**src/rtl/lsu_requester_pkg.sv**
```systemverilog
// Shared types and constants for the load/store requester.
// Also holds the request fault classifier used by the top level.
package lsu_requester_pkg;

  typedef enum logic [2:0] {
    LSU_IDLE,
    LSU_STORE,
    LSU_LWAIT,
    LSU_RESP,
    LSU_TRAP
  } tLsuState;

  typedef struct packed {
    logic        dv;
    logic [4:0]  addr;
    logic [31:0] data;
  } tRegOp;

  localparam logic [2:0] cLsB  = 3'b000;
  localparam logic [2:0] cLsH  = 3'b001;
  localparam logic [2:0] cLsW  = 3'b010;
  localparam logic [2:0] cLsBU = 3'b100;
  localparam logic [2:0] cLsHU = 3'b101;

  localparam logic [1:0] cTrapNone     = 2'b00;
  localparam logic [1:0] cTrapLoadMis  = 2'b01;
  localparam logic [1:0] cTrapStoreMis = 2'b10;
  localparam logic [1:0] cTrapIllegal  = 2'b11;

  // Illegal encodings win over misalignment.
  function automatic logic [1:0] lsu_fault(input logic       is_store,
                                           input logic [2:0] funct3,
                                           input logic [1:0] ea_lo);
    logic illegal;
    logic misaligned;
    illegal    = (funct3 == 3'b011) || (funct3[2:1] == 2'b11) || (is_store && funct3[2]);
    misaligned = ((funct3[1:0] == 2'b01) && ea_lo[0]) ||
                 ((funct3[1:0] == 2'b10) && (ea_lo != 2'b00));
    if (illegal) return cTrapIllegal;
    if (misaligned) return is_store ? cTrapStoreMis : cTrapLoadMis;
    return cTrapNone;
  endfunction

endpackage

```
**src/rtl/lsu_requester_load_align.sv**
```systemverilog
// Load lane select and sign/zero extension of a RAM read word.
module lsu_load_align
  import lsu_requester_pkg::*;
(
  input  logic [31:0] rdata_i,
  input  logic [1:0]  offset_i,
  input  logic [2:0]  funct3_i,
  output logic [31:0] data_o
);

  logic [7:0]  byte_sel;
  logic [15:0] half_sel;

  always_comb begin
    byte_sel = rdata_i[{offset_i, 3'b000} +: 8];
    half_sel = offset_i[1] ? rdata_i[31:16] : rdata_i[15:0];
    case (funct3_i)
      cLsB:    data_o = {{24{byte_sel[7]}}, byte_sel};
      cLsBU:   data_o = {24'h0, byte_sel};
      cLsH:    data_o = {{16{half_sel[15]}}, half_sel};
      cLsHU:   data_o = {16'h0, half_sel};
      default: data_o = rdata_i;
    endcase
  end

endmodule

```
**src/rtl/lsu_requester.sv**
```systemverilog
// Single-outstanding load/store requester driving a word-wide data RAM port.
// Loads wait a fixed read latency, then return an aligned register write-back op.
module lsu_requester
  import lsu_requester_pkg::*;
#(
  parameter int cXLEN       = 32,
  parameter int cRamDepth   = 1024,
  parameter int cMemLatency = 1,
  localparam int cAW        = $clog2(cRamDepth)
) (
  input  logic              iClk,
  input  logic              iRst,
  input  logic              iReqValid,
  output logic              oReqReady,
  input  logic              iIsLoad,
  input  logic              iIsStore,
  input  logic [2:0]        iFunct3,
  input  logic [cXLEN-1:0]  iRs1,
  input  logic [cXLEN-1:0]  iRs2,
  input  logic [cXLEN-1:0]  iImm,
  input  logic [4:0]        iRdAddr,
  output logic              oMemEn,
  output logic              oMemWe,
  output logic [3:0]        oMemBe,
  output logic [cAW-1:0]    oMemAddr,
  output logic [cXLEN-1:0]  oMemWData,
  input  logic [cXLEN-1:0]  iMemRData,
  output tRegOp             oRegOp,
  output logic              oStall,
  output logic              oTrap,
  output logic [1:0]        oTrapCause
);

  tLsuState         state_q;
  logic [2:0]       cnt_q;
  logic [2:0]       funct3_q;
  logic [1:0]       off_q;
  logic [4:0]       rd_q;
  logic             mem_en_q, mem_we_q, trap_q;
  logic [3:0]       mem_be_q;
  logic [cAW-1:0]   mem_addr_q;
  logic [cXLEN-1:0] mem_wdata_q;
  logic [1:0]       trap_cause_q;
  tRegOp            reg_op_q;

  logic [31:0]      ea_d;
  logic             accept_d;
  logic [1:0]       fault_d;
  logic [3:0]       be_d;
  logic [31:0]      wdata_d;
  logic [31:0]      load_data_d;
  logic             ea_unused;

  assign ea_d      = iRs1 + iImm;
  assign ea_unused = ^ea_d[31:cAW+2];
  assign oReqReady = (state_q == LSU_IDLE);
  assign accept_d  = iReqValid && oReqReady && (iIsLoad || iIsStore);
  assign fault_d   = lsu_fault(iIsStore, iFunct3, ea_d[1:0]);
  assign oStall    = (state_q != LSU_IDLE) || accept_d;

  always_comb begin
    be_d    = 4'b1111;
    wdata_d = iRs2;
    case (iFunct3)
      cLsB: begin
        be_d    = 4'b0001 << ea_d[1:0];
        wdata_d = {4{iRs2[7:0]}};
      end
      cLsH: begin
        be_d    = 4'b0011 << {ea_d[1], 1'b0};
        wdata_d = {2{iRs2[15:0]}};
      end
      default: ;
    endcase
  end

  lsu_load_align u_align (
    .rdata_i  (iMemRData),
    .offset_i (off_q),
    .funct3_i (funct3_q),
    .data_o   (load_data_d)
  );

  always_ff @(posedge iClk or posedge iRst) begin
    if (iRst) begin
      state_q      <= LSU_IDLE;
      cnt_q        <= '0;
      funct3_q     <= '0;
      off_q        <= '0;
      rd_q         <= '0;
      mem_en_q     <= 1'b0;
      mem_we_q     <= 1'b0;
      mem_be_q     <= '0;
      mem_addr_q   <= '0;
      mem_wdata_q  <= '0;
      trap_q       <= 1'b0;
      trap_cause_q <= '0;
      reg_op_q     <= '0;
    end else begin
      // Pulse outputs default low; address/data hold their last value.
      mem_en_q     <= 1'b0;
      mem_we_q     <= 1'b0;
      trap_q       <= 1'b0;
      trap_cause_q <= '0;
      reg_op_q     <= '0;
      case (state_q)
        LSU_IDLE: begin
          if (accept_d) begin
            funct3_q <= iFunct3;
            off_q    <= ea_d[1:0];
            rd_q     <= iRdAddr;
            if (fault_d != cTrapNone) begin
              state_q      <= LSU_TRAP;
              trap_q       <= 1'b1;
              trap_cause_q <= fault_d;
            end else if (iIsStore) begin
              state_q     <= LSU_STORE;
              mem_en_q    <= 1'b1;
              mem_we_q    <= 1'b1;
              mem_be_q    <= be_d;
              mem_addr_q  <= ea_d[cAW+1:2];
              mem_wdata_q <= wdata_d;
            end else begin
              state_q    <= LSU_LWAIT;
              cnt_q      <= 3'(cMemLatency);
              mem_en_q   <= 1'b1;
              mem_be_q   <= 4'b1111;
              mem_addr_q <= ea_d[cAW+1:2];
            end
          end
        end
        LSU_LWAIT: begin
          if (cnt_q == 3'd0) begin
            state_q       <= LSU_RESP;
            reg_op_q.dv   <= (rd_q != 5'd0);
            reg_op_q.addr <= rd_q;
            reg_op_q.data <= load_data_d;
          end else begin
            cnt_q <= cnt_q - 3'd1;
          end
        end
        default: state_q <= LSU_IDLE;
      endcase
    end
  end

  assign oMemEn     = mem_en_q;
  assign oMemWe     = mem_we_q;
  assign oMemBe     = mem_be_q;
  assign oMemAddr   = mem_addr_q;
  assign oMemWData  = mem_wdata_q;
  assign oTrap      = trap_q;
  assign oTrapCause = trap_cause_q;
  assign oRegOp     = reg_op_q;

endmodule

```
**config.mk**
```make
export PLATFORM = sky130hd
export DESIGN_NAME = lsu_requester
export DESIGN_NICKNAME = d
export VERILOG_FILES = /design/src/rtl/lsu_requester_pkg.sv /design/src/rtl/lsu_requester_load_align.sv /design/src/rtl/lsu_requester.sv
export SDC_FILE = /design/constraint.sdc
export NUM_CORES = 1
export LEC_CHECK = 0
export BUFFER_PORTS_ARGS = -buffer_cell sky130_fd_sc_hd__buf_4
export CAP_MARGIN = 15
export CORE_UTILIZATION = 46
export CTS_CLUSTER_DIAMETER = 200
export DETAILED_ROUTE_END_ITERATION = 16
export GPL_TIMING_DRIVEN = 0
export HOLD_SLACK_MARGIN = 0.03
export PLACE_DENSITY = 0.86
export SYNTH_ARGS = -nofsm -noshare
export SYNTH_HDL_FRONTEND = slang
export SYNTH_SLANG_ARGS = --single-unit
```
**constraint.sdc**
```tcl
create_clock -name iClk -period 6.6 [get_ports iClk]
set_input_delay 0.99 -clock iClk [delete_from_list [all_inputs] [get_ports iClk]]
set_output_delay 0.99 -clock iClk [all_outputs]
set_load 0.01 [all_outputs]
```
* Word-level counts from Yosys, hierarchy flattened *
Cells that the tools add are included.

storage, ports and cells
  bits in registers = 105
  input bits = 141
  output and inout port bits = 91
  logic and storage cells = 97

cells by class
  add/subtract/negate cells = 2
  equal/unequal tests = 14
  shifts and indexed selects = 3
  muxes and demuxes = 38
  bitwise operators = 1
  reductions and logical operators = 24

operators with widths
  operator              count
  $pmux W32 S4          1
  $mux W38              2
  $pmux W32 S2          1
  $shiftx A32 B6 Y8     1
  $mux W3               7
  $mux W2               9
  $mux W16              1
  $mux W1               13
  $add A12 B12 Y12      1
  $logic_not A3 Y1      4
  $pmux W3 S2           2
  $ne A2 B2 Y1 const B  4
  $pmux W4 S2           1
  $eq A3 B1 Y1 const B  2
  $eq A3 B2 Y1 const B  2
  $eq A3 B3 Y1 const B  2
  $reduce_bool A2 Y1    3
  $logic_and A1 B1 Y1   5
  $logic_or A1 B1 Y1    5
  $reduce_and A5 Y1     1
  $reduce_bool A5 Y1    1
  $eq A2 B2 Y1 const B  2
  $mux W4               1
  $reduce_and A2 Y1     2
  9 further kinds       9

* Logic depth before layout (Yosys ltp) *
  depth after elaboration = 12
  gate-level depth with buffers = 10
  gate-level depth less buffers = 8

* Cells and area by module *
From an unflattened synthesis, not the netlist that was laid out.

unflattened totals
  cells, all modules = 516
  area, all modules = 5,441.5 sq um

modules (own cells, without submodules)
  module          times used  cells each  area each (sq um)  seq. area each (sq um)
  lsu_requester   1           420         4,595.7            2,627.5
  lsu_load_align  1           96          845.8              0.0

* Least setup slack after synthesis *
OpenSTA, ideal clock, no wires.

  path type = input -> register
  start point = input port iRs1[0]
  end point = register mem_wdata_q[1], in the netlist oMemWData[1]
  library setup time = 125 ps
  arrival = 2,686 ps
  required time = 6,475 ps
  slack = 3,789 ps
  stages on the path = 8
  buffers on the path = 1
  path through = ha_1 -> inv_1 -> fa_1 -> nor3b_1 -> o21ai_0 -> or2_4 -> buf_6 -> mux2_4

on the way
  word-level cells in the longest chain between the ends = 11
  elaborated cells between the ends (all ways) = 13
  classes of those cells = add/sub (1); mux (5); bitwise (1); reduce/logical (6)

ends and longest elaborated chain
  element                               line                     text
  start: declaration                    lsu_requester.sv:18      input logic [cXLEN-1:0] iRs1,
  $add A12 B12 Y12 *                    lsu_requester.sv:54      assign ea_d = iRs1 + iImm;
  $reduce_bool A2 Y1                    lsu_requester_pkg.sv:38  ((funct3[1:0] == 2'b10) && (ea_lo != 2'b00));
  $logic_and A1 B1 Y1                   lsu_requester_pkg.sv:38
  $logic_or A1 B1 Y1 *                  lsu_requester_pkg.sv:37  misaligned = ((funct3[1:0] == 2'b01) && ea_lo[0]) ||
  $mux W1 (2 in a row)                  lsu_requester_pkg.sv:40  if (misaligned) return is_store ? cTrapStoreMis : cTrapLoadMis;
  $mux W2 *                             lsu_requester_pkg.sv:41  return cTrapNone;
  $mux W2 *                             lsu_requester_pkg.sv:40
  $reduce_bool A2 Y1 *                  lsu_requester.sv:112     if (fault_d != cTrapNone) begin
  $not A1 Y1 (no source line) *         -
  $reduce_and A4 Y1 (no source line) *  -
  end signal: assignment                lsu_requester.sv:122     mem_wdata_q <= wdata_d;
  end: declaration                      lsu_requester.sv:42      logic [cXLEN-1:0] mem_wdata_q;

Mark *: on every way between the ends. The rest lies on a longest branch, timed or not. The select of a mux whose other input is x is not followed.
A chain may end at the register's enable or synchronous reset.

* Worst setup path in the final report *
  start point = input port iRs1[0]
  end point = register mem_wdata_q[13], in the netlist oMemWData[13]

The elaborated chain is that of the path after synthesis.

==> impl_results.md <==
* Outcome: completed
* DR top layer: met5
* Final min period at about 2900 ps
* Endpoints failing hold at 0
* CTS root buf: clkbuf_8
* Simple-gate portion of the synthesized area at 0.138
* Placed cell areas at between 0.006 and 0.007 sq mm
* Post-route cell area at slightly below 0.007 sq mm
* CTS resizes at 0
* R2r endpoint: oRegOp[30]
* Setup TNS at 0 ps
* Post-synthesis mux area share at 0.0826
* Synth cell types at 57
* Worst setup path endpoint: oMemWData[13]
* Post-DRT Antenna Nets at 0
* Largest family of logic cells by synthesized area: compound AO/OA/AOI/OAI gates
* Met2 Wirelength at just under 7000 um
* Initial antenna violation count at 1
* Gr usage total at 0.244
* Post-route setup slack at between 3000 and 4000 ps
* Multi-input gate area at roughly 0.0022 sq mm
* Iteration-0 DRC Markers at between 150 and 200
* Max FO, Critical Path at 10
* Largest net degree at the start of global routing at 58
* Routed len/inst at about 16 um
* Post-synth top area share at 0.509
* Worst setup EP type: flip-flop
* Synth Area in Compound Gates at 0.164
* Startpoint Class: input port
* Start point of the critical path: iRs1[0]
* Max-Cap Viols at 0
* Initial core utilization at 0.474
* GP Congestion at approximately 0.9
* R2R Path Start: off_q[1]
* Hold buffers post-CTS at 0
* Final setup vio count at 0
* Setup Buffers After CTS at 0
* Seq. cell area at 0.00263 sq mm
* Worst Path Required at between 6000 and 7000 ps
* Vias at between 4,000 and 5,000
* CTS max path bufs at 2
* Dpl ws at 3320 ps
* Hold crit path type: flip-flop to flip-flop
* FILL cells at around 910
* Clock Latency Late Sink at between 300 and 400 ps
* CTS tree: yes
* R2R cell count at 7
* Std cell rows at 38
* Clk_skew at just over 8 ps
* Ys flop type: dfrtp_1
* Fmax at between 0.3 and 0.4 GHz
* Relative slew slack at 0.380
* Leak Pwr at about 0.0036 uW
* IO Port Bufs at approximately 190
* Synth top area cells: dfrtp_1 51%, nand2_1 6.8%, mux2i_1 4.8%, o21ai_0 4.4%, ha_1 3.1%
* Post-Synth Adder-Cell Area at 0.0354
* First-pass GRT wire length at about 22,000 um
* Worst path arrival time at between 3000 and 4000 ps
* Tcrit/Tclk final at 0.434
* Metal3 WL at ~1100 um
* Die Area at 0.0117 sq mm
* Kind of critical path: input port to flip-flop
* Overall die height at around 110 um
* Cells after synthesis at around 520
* Fin nets at a little under 900
* Cell Area, Synth at 0.00517 sq mm
* DRC violations left at 0
* Fin Hold WS at between 400 and 500 ps
* Post-Route WL at 13,900 um
* Core Area at 0.0109 sq mm
* FF-to-FF setup slack at 4760 ps
* Die Wd at 108 um
* P per Cell Area at roughly 310 mW/mm^2
* Area growth syn-to-layout at 34.6%
* IO Pins at between 200 and 250
* Worst IR Drop VDD at 0.224 mV
* Proportion of layout cells with a drive suffix above 1 at 0.343
* Antenna diodes at 0
* Slew @ Worst Pin at between 900 and 1000 ps
* Num CTS Buffers at 9
* Post-synth EDFFs at 0
* Number of global-route vias before repair at 4,492
* #FFs+latches synth at ~110
* H-tree Lvls at 3
* Final slew viol count at 0
* Syn_area_per_cell at 9.95 sq um
* WL met1 at approximately 5400 um
* Register area share after synthesis at 0.509
* Overflow after GRT at 0
* DRT Pass-1 Iters at 5
* Post-synth ARST share at 1.00
* Yosys top cell by area: dfrtp_1
* Clock-pin slew on the worst setup and hold paths at 100 ps
* Clock Sinks at about 110
* Synth Net Count at around 670
* RSZ-0062 raised after global routing: no
* Via density at ~5.4
* Hold_sp: oMemAddr[5]
* Post-Synth XOR/XNOR Area at 0.0102
* Yosys warning count at 0
* Post-DP HPWL at about 11,000 um
[registers in the layout, summed over array words and instances (netlist names)]
register and flops:
state_q 3, oTrap 1, rd_q 5, off_q 2, oMemWe 1, oMemAddr 10, cnt_q 3, oMemWData 32
oMemBe 4, oTrapCause 2, oMemEn 1, funct3_q 3, oRegOp 38
[synth_stat cells (2+ instances only)]
cell,instances
a211o_1,5
a211oi_1,3
a21o_1,4
a21oi_1,30
a221oi_1,6
a41oi_1,2
and2_1,8
buf_2,8
buf_6,8
clkbuf_1,7
dfrtp_1,105
ha_1,13
inv_1,38
mux2_4,8
mux2i_1,25
mux4_2,2
nand2_1,93
nand2b_1,4
nand3_1,5
nand4_1,4
nor2_1,18
nor2b_1,2
nor3_1,14
o21a_1,3
o21ai_0,45
o21ai_1,12
o21ai_2,5
o22ai_1,8
o2bb2ai_1,2
xnor2_1,3
xor2_1,3
[power breakdown]
group	total [uW]	internal, uW	leakage, uW	switching, uW
Clock	366	148	0.0000891	217
Combinational	874	420	0.00216	454
Sequential	932	821	0.00137	111
Total	2170	1390	0.00362	782
[layout make-up]
cell class,instances,area share
flip-flops and latches,105,0.378
multi-input cells,350,0.320
repair buffers,188,0.206
well taps,140,0.0252
plain buffers,25,0.0241
inverters,39,0.0218
clock buffers,10,0.0198
clock inverters,5,0.00558
[cell usage in the layout, fill, tap and decap left out, types with 10 or more instances in the layout]
cell,instances
o21ai_1,12
clkbuf_8,10
nor3_1,14
inv_1,37
buf_4,188
mux2i_1,25
a21oi_1,30
nor2_1,18
ha_1,13
nand2_1,93
dfrtp_1,105
o21ai_0,45
[worst min path at each step]
stage / end / cells past startpoint
global placement: oMemBe[0] / 2
global route: oMemAddr[4] / 2
finish: oMemAddr[5] / 2
floorplan: cnt_q[1] / 1
CTS: cnt_q[1] / 1
detailed placement: oMemAddr[4] / 2
[cell families (layout without fill, tap and decap cells)]
group | count (synthesis) | count (layout)
buf+inv | 64 | 267
compound gates | 136 | 136
flops | 105 | 105
fa+ha+maj | 14 | 14
simple gates | 158 | 158
xor+xnor | 6 | 6
mux | 36 | 36
[critical path, stage by stage]
cell and delay (ps):
buf_4 110, ha_1 230, inv_1 80, fa_1 520, nor3b_1 190, o21ai_0 250, or2_4 200, clkbuf_1 390
o21ai_1 140
[routing by layer]
layer  vias up  GRT usage
met5         -          0
met4         2      0.124
met3        41     0.0422
met2       236      0.413
met1      2212      0.300
li1       2190          -
[metrics by stage]
step	util	std cells	power [uW]
final	0.638	862	2170
after global routing	0.638	862	2320
after CTS	0.638	862	2190
after detailed placement	0.622	847	1810
after global placement	0.620	846	1780
after floorplan	-	519	1400
Power figures use the tool's default switching activity.
